--- src/rtl/ln_stat_replay_pkg.sv ---
// Shared widths and FSM encoding for the layer-norm statistics replay block.
package ln_stat_replay_pkg;

   localparam int unsigned LN_DW        = 16;
   localparam int unsigned LN_TOUT      = 32;
   localparam int unsigned LN_LOG2_TOUT = 5;

   typedef enum logic {
      ST_FILL   = 1'b0,
      ST_REPLAY = 1'b1
   } ln_state_e;

endpackage

--- src/rtl/ln_stat_replay_center_buf.sv ---
// Simple dual-port statistics buffer: one write port, one read port with a registered read.
module ln_stat_replay_center_buf #(
   parameter int unsigned W     = 48,
   parameter int unsigned DEPTH = 32,
   parameter int unsigned AW    = 5
) (
   input  logic          clk,
   input  logic          wr_en,
   input  logic [AW-1:0] wr_addr,
   input  logic [W-1:0]  wr_data,
   input  logic          rd_en,
   input  logic [AW-1:0] rd_addr,
   output logic [W-1:0]  rd_data
);

   logic [W-1:0] mem [DEPTH];

   // Contents are don't-care after reset, so the array carries no reset.
   always_ff @(posedge clk) begin
      if (wr_en) mem[wr_addr] <= wr_data;
      if (rd_en) rd_data <= mem[rd_addr];
   end

endmodule

--- src/rtl/ln_stat_replay.sv ---
// Buffers per-lane mean/variance for one group of lanes, then replays them against
// streamed samples to produce centred, saturated data with the matching variance.
module ln_stat_replay
   import ln_stat_replay_pkg::*;
#(
   parameter int unsigned DW        = LN_DW,
   parameter int unsigned TOUT      = LN_TOUT,
   parameter int unsigned LOG2_TOUT = LN_LOG2_TOUT
) (
   input  logic                   clk,
   input  logic                   rst,
   input  logic                   stat_vld_i,
   input  logic signed [DW-1:0]   stat_mean_i,
   input  logic signed [2*DW-1:0] stat_sq_i,
   output logic                   stat_rdy_o,
   input  logic                   dat_vld_i,
   input  logic signed [DW-1:0]   dat_i,
   input  logic                   Stripe_loop_end,
   input  logic                   CH_and_Stripe_loop_end,
   output logic                   dat_rdy_o,
   output logic                   dat_out_vld,
   output logic signed [DW-1:0]   dat_out,
   output logic [2*DW-1:0]        var_out,
   output logic                   proto_err_o
);

   localparam int unsigned         WW   = 3 * DW;
   localparam logic [LOG2_TOUT-1:0] LAST = LOG2_TOUT'(TOUT - 1);
   localparam logic [DW-1:0]        SMAX = {1'b0, {(DW-1){1'b1}}};
   localparam logic [DW-1:0]        SMIN = {1'b1, {(DW-1){1'b0}}};

   ln_state_e              state;
   logic                   fill_done;
   logic [LOG2_TOUT-1:0]   fill_ptr;
   logic [LOG2_TOUT-1:0]   rd_ptr;
   logic                   wr_vld;
   logic [LOG2_TOUT-1:0]   wr_addr;
   logic [WW-1:0]          wr_data;
   logic                   p1_vld;
   logic signed [DW-1:0]   p1_dat;
   logic [WW-1:0]          rd_data;

   logic                   stat_acc;
   logic                   dat_acc;
   logic signed [2*DW-1:0] mean_sq;
   logic signed [2*DW:0]   var_raw;
   logic [2*DW-1:0]        var_clamped;
   logic signed [DW-1:0]   rd_mean;
   logic signed [DW:0]     diff;
   logic signed [DW-1:0]   diff_sat;

   // Buffer word layout is {mean, variance}.
   always_comb begin
      stat_acc    = stat_vld_i && stat_rdy_o;
      dat_acc     = dat_vld_i && dat_rdy_o;
      mean_sq     = (2*DW)'(stat_mean_i) * (2*DW)'(stat_mean_i);
      var_raw     = $signed({stat_sq_i[2*DW-1], stat_sq_i}) - $signed({mean_sq[2*DW-1], mean_sq});
      var_clamped = var_raw[2*DW] ? '0 : var_raw[2*DW-1:0];
      rd_mean     = rd_data[WW-1 -: DW];
      diff        = $signed({p1_dat[DW-1], p1_dat}) - $signed({rd_mean[DW-1], rd_mean});
      diff_sat    = diff[DW-1:0];
      if (diff[DW:DW-1] == 2'b01) diff_sat = SMAX;
      if (diff[DW:DW-1] == 2'b10) diff_sat = SMIN;
   end

   ln_stat_replay_center_buf #(
      .W     (WW),
      .DEPTH (TOUT),
      .AW    (LOG2_TOUT)
   ) center_buf (
      .clk     (clk),
      .wr_en   (wr_vld),
      .wr_addr (wr_addr),
      .wr_data (wr_data),
      .rd_en   (dat_acc),
      .rd_addr (rd_ptr),
      .rd_data (rd_data)
   );

   // fill_done marks the cycle where the last lane's write is committing; REPLAY follows it.
   always_ff @(posedge clk) begin
      if (rst) begin
         state       <= ST_FILL;
         fill_done   <= 1'b0;
         fill_ptr    <= '0;
         rd_ptr      <= '0;
         stat_rdy_o  <= 1'b1;
         dat_rdy_o   <= 1'b0;
         wr_vld      <= 1'b0;
         wr_addr     <= '0;
         wr_data     <= '0;
         p1_vld      <= 1'b0;
         p1_dat      <= '0;
         dat_out_vld <= 1'b0;
         dat_out     <= '0;
         var_out     <= '0;
         proto_err_o <= 1'b0;
      end else begin
         proto_err_o <= (stat_vld_i && !stat_rdy_o) || (dat_vld_i && !dat_rdy_o);
         wr_vld      <= stat_acc;
         if (stat_acc) begin
            wr_addr <= fill_ptr;
            wr_data <= {stat_mean_i, var_clamped};
         end
         p1_vld <= dat_acc;
         if (dat_acc) p1_dat <= dat_i;
         dat_out_vld <= p1_vld;
         if (p1_vld) begin
            dat_out <= diff_sat;
            var_out <= rd_data[2*DW-1:0];
         end
         case (state)
            ST_FILL: begin
               if (fill_done) begin
                  state     <= ST_REPLAY;
                  fill_done <= 1'b0;
                  rd_ptr    <= '0;
                  dat_rdy_o <= 1'b1;
               end else if (stat_acc) begin
                  if (fill_ptr == LAST) begin
                     fill_ptr   <= '0;
                     fill_done  <= 1'b1;
                     stat_rdy_o <= 1'b0;
                  end else begin
                     fill_ptr <= fill_ptr + LOG2_TOUT'(1);
                  end
               end
            end
            ST_REPLAY: begin
               if (dat_acc) begin
                  if (CH_and_Stripe_loop_end) begin
                     state      <= ST_FILL;
                     fill_ptr   <= '0;
                     rd_ptr     <= '0;
                     stat_rdy_o <= 1'b1;
                     dat_rdy_o  <= 1'b0;
                  end else if (Stripe_loop_end || rd_ptr == LAST) begin
                     rd_ptr <= '0;
                  end else begin
                     rd_ptr <= rd_ptr + LOG2_TOUT'(1);
                  end
               end
            end
            default: state <= ST_FILL;
         endcase
      end
   end

endmodule

--- config.mk ---
export PLATFORM = sky130hd
export DESIGN_NAME = ln_stat_replay
export DESIGN_NICKNAME = d
export VERILOG_FILES = /design/src/rtl/ln_stat_replay_pkg.sv /design/src/rtl/ln_stat_replay_center_buf.sv /design/src/rtl/ln_stat_replay.sv
export SDC_FILE = /design/constraint.sdc
export NUM_CORES = 2
export LEC_CHECK = 0
export ABC_AREA = 1
export ABC_CLOCK_PERIOD_IN_PS = 16100
export BUFFER_PORTS_ARGS = -buffer_cell sky130_fd_sc_hd__buf_2
export CAP_MARGIN = 20
export CORE_ASPECT_RATIO = 0.75
export CORE_MARGIN = 5
export CORE_UTILIZATION = 30
export CTS_CLUSTER_DIAMETER = 40
export DETAILED_ROUTE_END_ITERATION = 8
export PLACE_DENSITY = 0.41
export SYNTH_ARGS = -nofsm -noshare
export SYNTH_HDL_FRONTEND = slang
export SYNTH_SLANG_ARGS = --single-unit
--- constraint.sdc ---
create_clock -name clk -period 16.1 [get_ports clk]
set_input_delay 1.61 -clock clk [delete_from_list [all_inputs] [get_ports clk]]
set_output_delay 1.61 -clock clk [all_outputs]
set_load 0.02 [all_outputs]
# Word-level counts from Yosys, hierarchy flattened
# Memories as Yosys holds them, arrays and structs flattened. A register that Yosys moved wholly into a read port is not among the register bits.
# Index checks and enable logic that the tools add are counted.
# totals
regBits	135
memories	1
latch_bits	0
mem_bits_ro	0
output_inout_bits	52
ramBits	1536
input_bits	70
# classes
add_sub_neg	4
shift	0
n_eq_ne	10
n_mul	1
n_mux	33
n_lt_le_gt_ge	0
n_reduce_logical	12
n_div	0
bitwise	1
# memory_table
name	depth	width	rd	rd_clocked_by_memory_dff	write_ports	line	source
center_buf.mem	32	48	1	1	1	ln_stat_replay_center_buf.sv:16	logic [W-1:0] mem [DEPTH];
# ops
operator	n
5-bit two-way mux	9
32-bit by 32-bit subtractor with 33-bit output	1
16-bit by 16-bit multiplier with 32-bit output	1
16-bit two-way mux	2
32-bit two-way mux	1
5-bit case mux with 2 select lines	2
16-bit by 16-bit subtractor with 17-bit output	1
1-bit two-way mux	16
5-bit by 1-bit adder with 5-bit output (second input constant)	2
5-bit == test (second input constant)	2
2-bit != test (second input constant)	5
1-bit case mux with 2 select lines	3
5-bit AND reduction	1
1-bit logical AND	4
4-bit AND reduction	1
3-bit AND reduction	1
2-bit by 1-bit == test with 1-bit output (second input constant)	1
2-bit == test (second input constant)	1
1-bit zero test	2
1-bit logical OR	2
2-bit by 1-bit != test with 1-bit output (second input constant)	1
2-bit AND reduction	1
1-bit inverter	1

# Logic depth before layout (Yosys ltp)
# depth
word_depth	6
mapped_depth	30
depth_no_buf	27

# Cells and area by module
# A second synthesis with hierarchy kept.
# unflattened
hier_cells	7482
area_unflattened_um2	80543.5
# modules_own_cells
mod	instances	cells_each	area_per_inst_um2	seq_area_each_um2
ln_stat_replay_center_buf	1	5279	63437.1	47565.6
ln_stat_replay	1	2203	17106.4	2702.6

# Worst setup path after synthesis
# OpenSTA, ideal clock, no wires.
# synth_path
path_type	in2reg
start	input port stat_mean_i[4]
end	register wr_data[26]
arrival_ns	7.042
path_buffers	4
setup_ns	0.070
stages	25
setup_slack_ns	8.988
path_cell_list	clkbuf_1 -> clkbuf_1 -> nand2_1 -> inv_1 -> fa_1 -> fa_1 -> inv_1 -> fa_1 -> fa_1 -> fa_1 -> inv_1 -> fa_1 -> inv_1 -> ha_1 -> clkbuf_2 -> a21oi_1 -> o21ai_1 -> a21oi_1 -> nand2_1 -> a21oi_1 -> nand2_1 -> nand2_4 -> buf_6 -> nand4_1 -> a21oi_1
# synth_between
elab_chain_len	3
# synth_rtl
element	line	source
start, declared	ln_stat_replay.sv:13	input logic signed [DW-1:0] stat_mean_i,
16-bit by 16-bit multiplier with 32-bit output	ln_stat_replay.sv:56	mean_sq = (2*DW)'(stat_mean_i) * (2*DW)'(stat_mean_i);
32-bit by 32-bit subtractor with 33-bit output	ln_stat_replay.sv:57	var_raw = $signed({stat_sq_i[2*DW-1], stat_sq_i}) - $signed({mean_sq[2*DW-1], mean_sq});
32-bit two-way mux	ln_stat_replay.sv:58	var_clamped = var_raw[2*DW] ? '0 : var_raw[2*DW-1:0];
end signal, assigned	ln_stat_replay.sv:103	wr_data <= {stat_mean_i, var_clamped};
end, declared	ln_stat_replay.sv:38	logic [WW-1:0] wr_data;
# No other way between the ends.
# A chain may end at the register's enable or synchronous reset.

# Final worst setup path
# layout_path
start	input port stat_mean_i[4]
end	register wr_data[8]
# Same word-level chain as after synthesis.

==> results.md <==
- DIE AREA: 271000 sq um
- VDD IR max: 544.5 uV
- Critical Path Sink: wr_data[8]
- Max_cap viols: 0
- Synth Cell Area: 78190 sq um
- Outcome: finished, final reports clean
- R2R setup slack: 11.05 ns
- Die height: 452.1 um
- Path type of the worst setup path: input pin to flip-flop
- Synth cell count leaders: edfxtp_1 (1584), nor2_1 (1099), o21ai_0 (966), inv_1 (619), nand2_1 (357)
- Reg2Reg Launch Point: rd_ptr[0]
- Register bit total from synthesis: 1719
- Via Count: 51841
- Clk pwr share: 31.4%
- Starting Density: 30.11%
- Pint: 10.36 mW
- Initial antenna violation count: 12
- Core area: 259700 sq um
- Final core utilization: 35.14%
- Register area share after synthesis: 64.29%
- Cell family with most CP delay: adder cells
- Pwr Total: 17.22 mW
- Max Slew Vio Count: 0
- FP Rows: 162
- Setup crit end kind: flip-flop
- Fmax: 137.4 MHz
- Vias per std cell: 5.028
- Placed Instances: 9848
- First-pass GRT wire length: 375700 um
- Crit start category: input pin
- Total gr overflow: 0
- Vias in the first global route: 52267
- M1 WL: 121900 um
- Clk_lat worst skew: 0.91 ns
- Syn_nets: 7038
- Post-CTS Hold Buffers: 0
- Pwr Density: 188.7 nW/um^2
- CTS max path bufs: 4
- Sequential group share of total power: 29.3%
- Combinational share of power: 39.4%
- CP Data Required Time: 16.91 ns
- Final min period: 7.276 ns
- Final std cells w/o fill: 10310
- Final worst path period share: 45.20%
- Leak: 32.59 nW
- Crit Path Max Fanout: 32
- Synth cell types: 48
- TritonRoute pass-1 iters: 5
- Mapped Cells: 6557
- Number of buffers created by CTS: 246
- CTS clk-pin slew, worst paths: 0.06 ns
- Worst r2r path cells: 10
- Switching Fraction: 39.82%
- Post-DP HPWL: 143600 um
- Layout net count: 7140
- Synth async-reset ratio: 0%
- Area grow syn2layout: 16.68%
- Placer congestion estimate: 0.8603
- Hold crit path type: flip-flop to flip-flop
- Fraction of layout cells with a size suffix above 1: 11.25%
- # setup viols final: 0
- CP cell instances: buf_2, nand2_1, fa_1, inv_1, fa_1, fa_1, inv_1, fa_1, fa_1, inv_1, fa_1, inv_1, ha_1, a21oi_1, o21ai_1, nor2_1, nand2_2, a21oi_1, nand2_1, nand2_4, o211ai_1, a21oi_1
- Sum Neg Setup Slack: 0 ns
- Post-CTS Resized: 0
- Levels on crit path: 22
- IO Pins: 122
- Buf/Inv on CP: 5
- Root Driver: clkbuf_16
- Hold Slack: 0.4608 ns
- Clk sink count: 1719
- Number of synthesized flops with an enable pin: 1584
- Critical Path Source: stat_mean_i[4]
- Met2 wire length: 116800 um
- Top_reg_cell synth: edfxtp_1
- Relative slew slack: 26.13%
- WL/cell: 25.07 um
- 1st-iter DRT viols: 4442
- CP dominant cell by count: fa_1
- RSZ-0062 raised after global routing: false
- IO Port Bufs: 121
- Routed wl met3: 13810 um
- R2r endpoint: center_buf.rd_data[20]
- GRT Overall Usage: 18.84%
- H-tree levels: 4
- Area contributors post-synth: edfxtp_1 (61%), fa_1 (7.3%), o21ai_0 (6.2%)
- P_sw: 6.856 mW
- Slew @ Worst Pin: 1.108 ns
- Fin. Hold Viols: 0
- Top layer in use: met5
- DIE WIDTH: 599.5 um
- ANT nets after route: 0
- Post-Syn Area per Cell: 11.92 sq um
- Setup bufs post-CTS: 0
- Critical Path AT: 8.09 ns
- Synth area leader: edfxtp_1
- Pin count of the biggest net entering global routing: 210
- Clock skew: 0.06987 ns
- CTS tree: built
- WL final: 258500 um
- Slowest-stage cell, CP: fa_1
- CP max stage delay: 0.56 ns
- Post-route DRC: 0
- Area share of the largest cell type after synthesis: 60.84%
- Dominant cell by count in the synthesized netlist: edfxtp_1
- Ys Warns: 0
## worst register-to-register path: cells and delay by family (launching register included)
kind | cells | cell delay (ns)
compound gates | 4 | 0.92
buf+inv | 5 | 3.28
flops | 1 | 0.61
simple gates | 1 | 0.06
## per-stage QoR
stage | setup WS, ns | area [sq um]
6_report | 8.824 | 91230
5_1_grt | 8.484 | 91230
4_1_cts | 9.029 | 91050
3_5_place_dp | 8.067 | 82840
3_3_place_gp | 8.038 | 82740
2_1_floorplan | 8.988 | 78190
## area by class of cell
class                      instances  area, sq um
clock buffer                     268         6322
clock inverter                   185         1884
tap                             3444         4309
sequential                      1719        50290
inverter                         627         2387
antenna                            2        5.005
timing repair buffer             258         1879
multi-input combinational       3807        24150
fill                           25543       168400
## sequential cells by signal, indices dropped and copies added, names as in the netlist, 5 cells and up
signal / cells
p1_dat: 16
center_buf.rd_data: 48
wr_addr: 5
rd_ptr: 5
center_buf.mem: 1536
var_out: 32
wr_data: 48
dat_out: 16
fill_ptr: 5
## cells in the final DEF (no fill, tap or decap), drive strengths merged, types with 7 or more instances in the layout
cell type | synthesis | layout
edfxtp | 1584 | 1584
nor3 | 18 | 18
xor2 | 16 | 16
buf | 96 | 258
inv | 625 | 685
clkinv | 2 | 81
xnor2 | 14 | 14
ha | 125 | 125
dfxtp | 135 | 135
fa | 286 | 286
o22ai | 193 | 193
or2 | 7 | 7
clkbuf | 308 | 268
o21bai | 7 | 7
o21ai | 1067 | 1067
nand2 | 377 | 377
o221ai | 192 | 192
nand3 | 152 | 152
o211ai | 61 | 61
nand4 | 16 | 16
bufinv | 0 | 21
clkinvlp | 0 | 25
a21oi | 147 | 147
nor2 | 1101 | 1101
## cells by family (layout without fill, tap and decap cells)
| kind of cell | count (synthesis) | in the layout | synth area share, % |
|---|---|---|---|
| XOR/XNOR | 30 | 30 | 0.3457 |
| other | 0 | 2 | 0 |
| AND/OR/NAND/NOR | 1681 | 1681 | 8.554 |
| AO/OA/AOI/OAI | 1685 | 1685 | 12.35 |
| buffers and inverters | 1031 | 1338 | 5.130 |
| adder cells (fa/ha/maj) | 411 | 411 | 9.323 |
| flip-flops | 1719 | 1719 | 64.29 |
## power by group through the flow
stage | combinational, mW | clock (mW) | sequential [mW]
2_1_floorplan | 4.64 | 0 | 5.19
3_3_place_gp | 6.66 | 0 | 5.16
3_5_place_dp | 6.56 | 0 | 5.15
4_1_cts | 6.60 | 5.52 | 5.06
5_1_grt | 7.58 | 5.73 | 5.04
6_report | 6.78 | 5.40 | 5.04
## per-layer routing
layer	vias up	track usage, %
met1	26660	27.35
li1	23478	-
met2	1374	29.54
met4	2	4.478
met3	327	3.065
met5	-	0
## worst min path at each step
| stage | cells after the start | start | slack [ns] | endpoint |
|---|---|---|---|---|
| floorplan | 2 | p1_dat[0] | 0.44 | p1_dat[0] |
| global placement | 2 | dat_out[1] | 0.45 | dat_out[1] |
| detailed placement | 2 | dat_out[2] | 0.45 | dat_out[2] |
| CTS | 2 | dat_out[2] | 0.46 | dat_out[2] |
| global route | 2 | dat_out[3] | 0.48 | dat_out[3] |
| finish | 2 | dat_out[2] | 0.46 | dat_out[2] |
No activity file was read; power rests on OpenSTA's default activity.
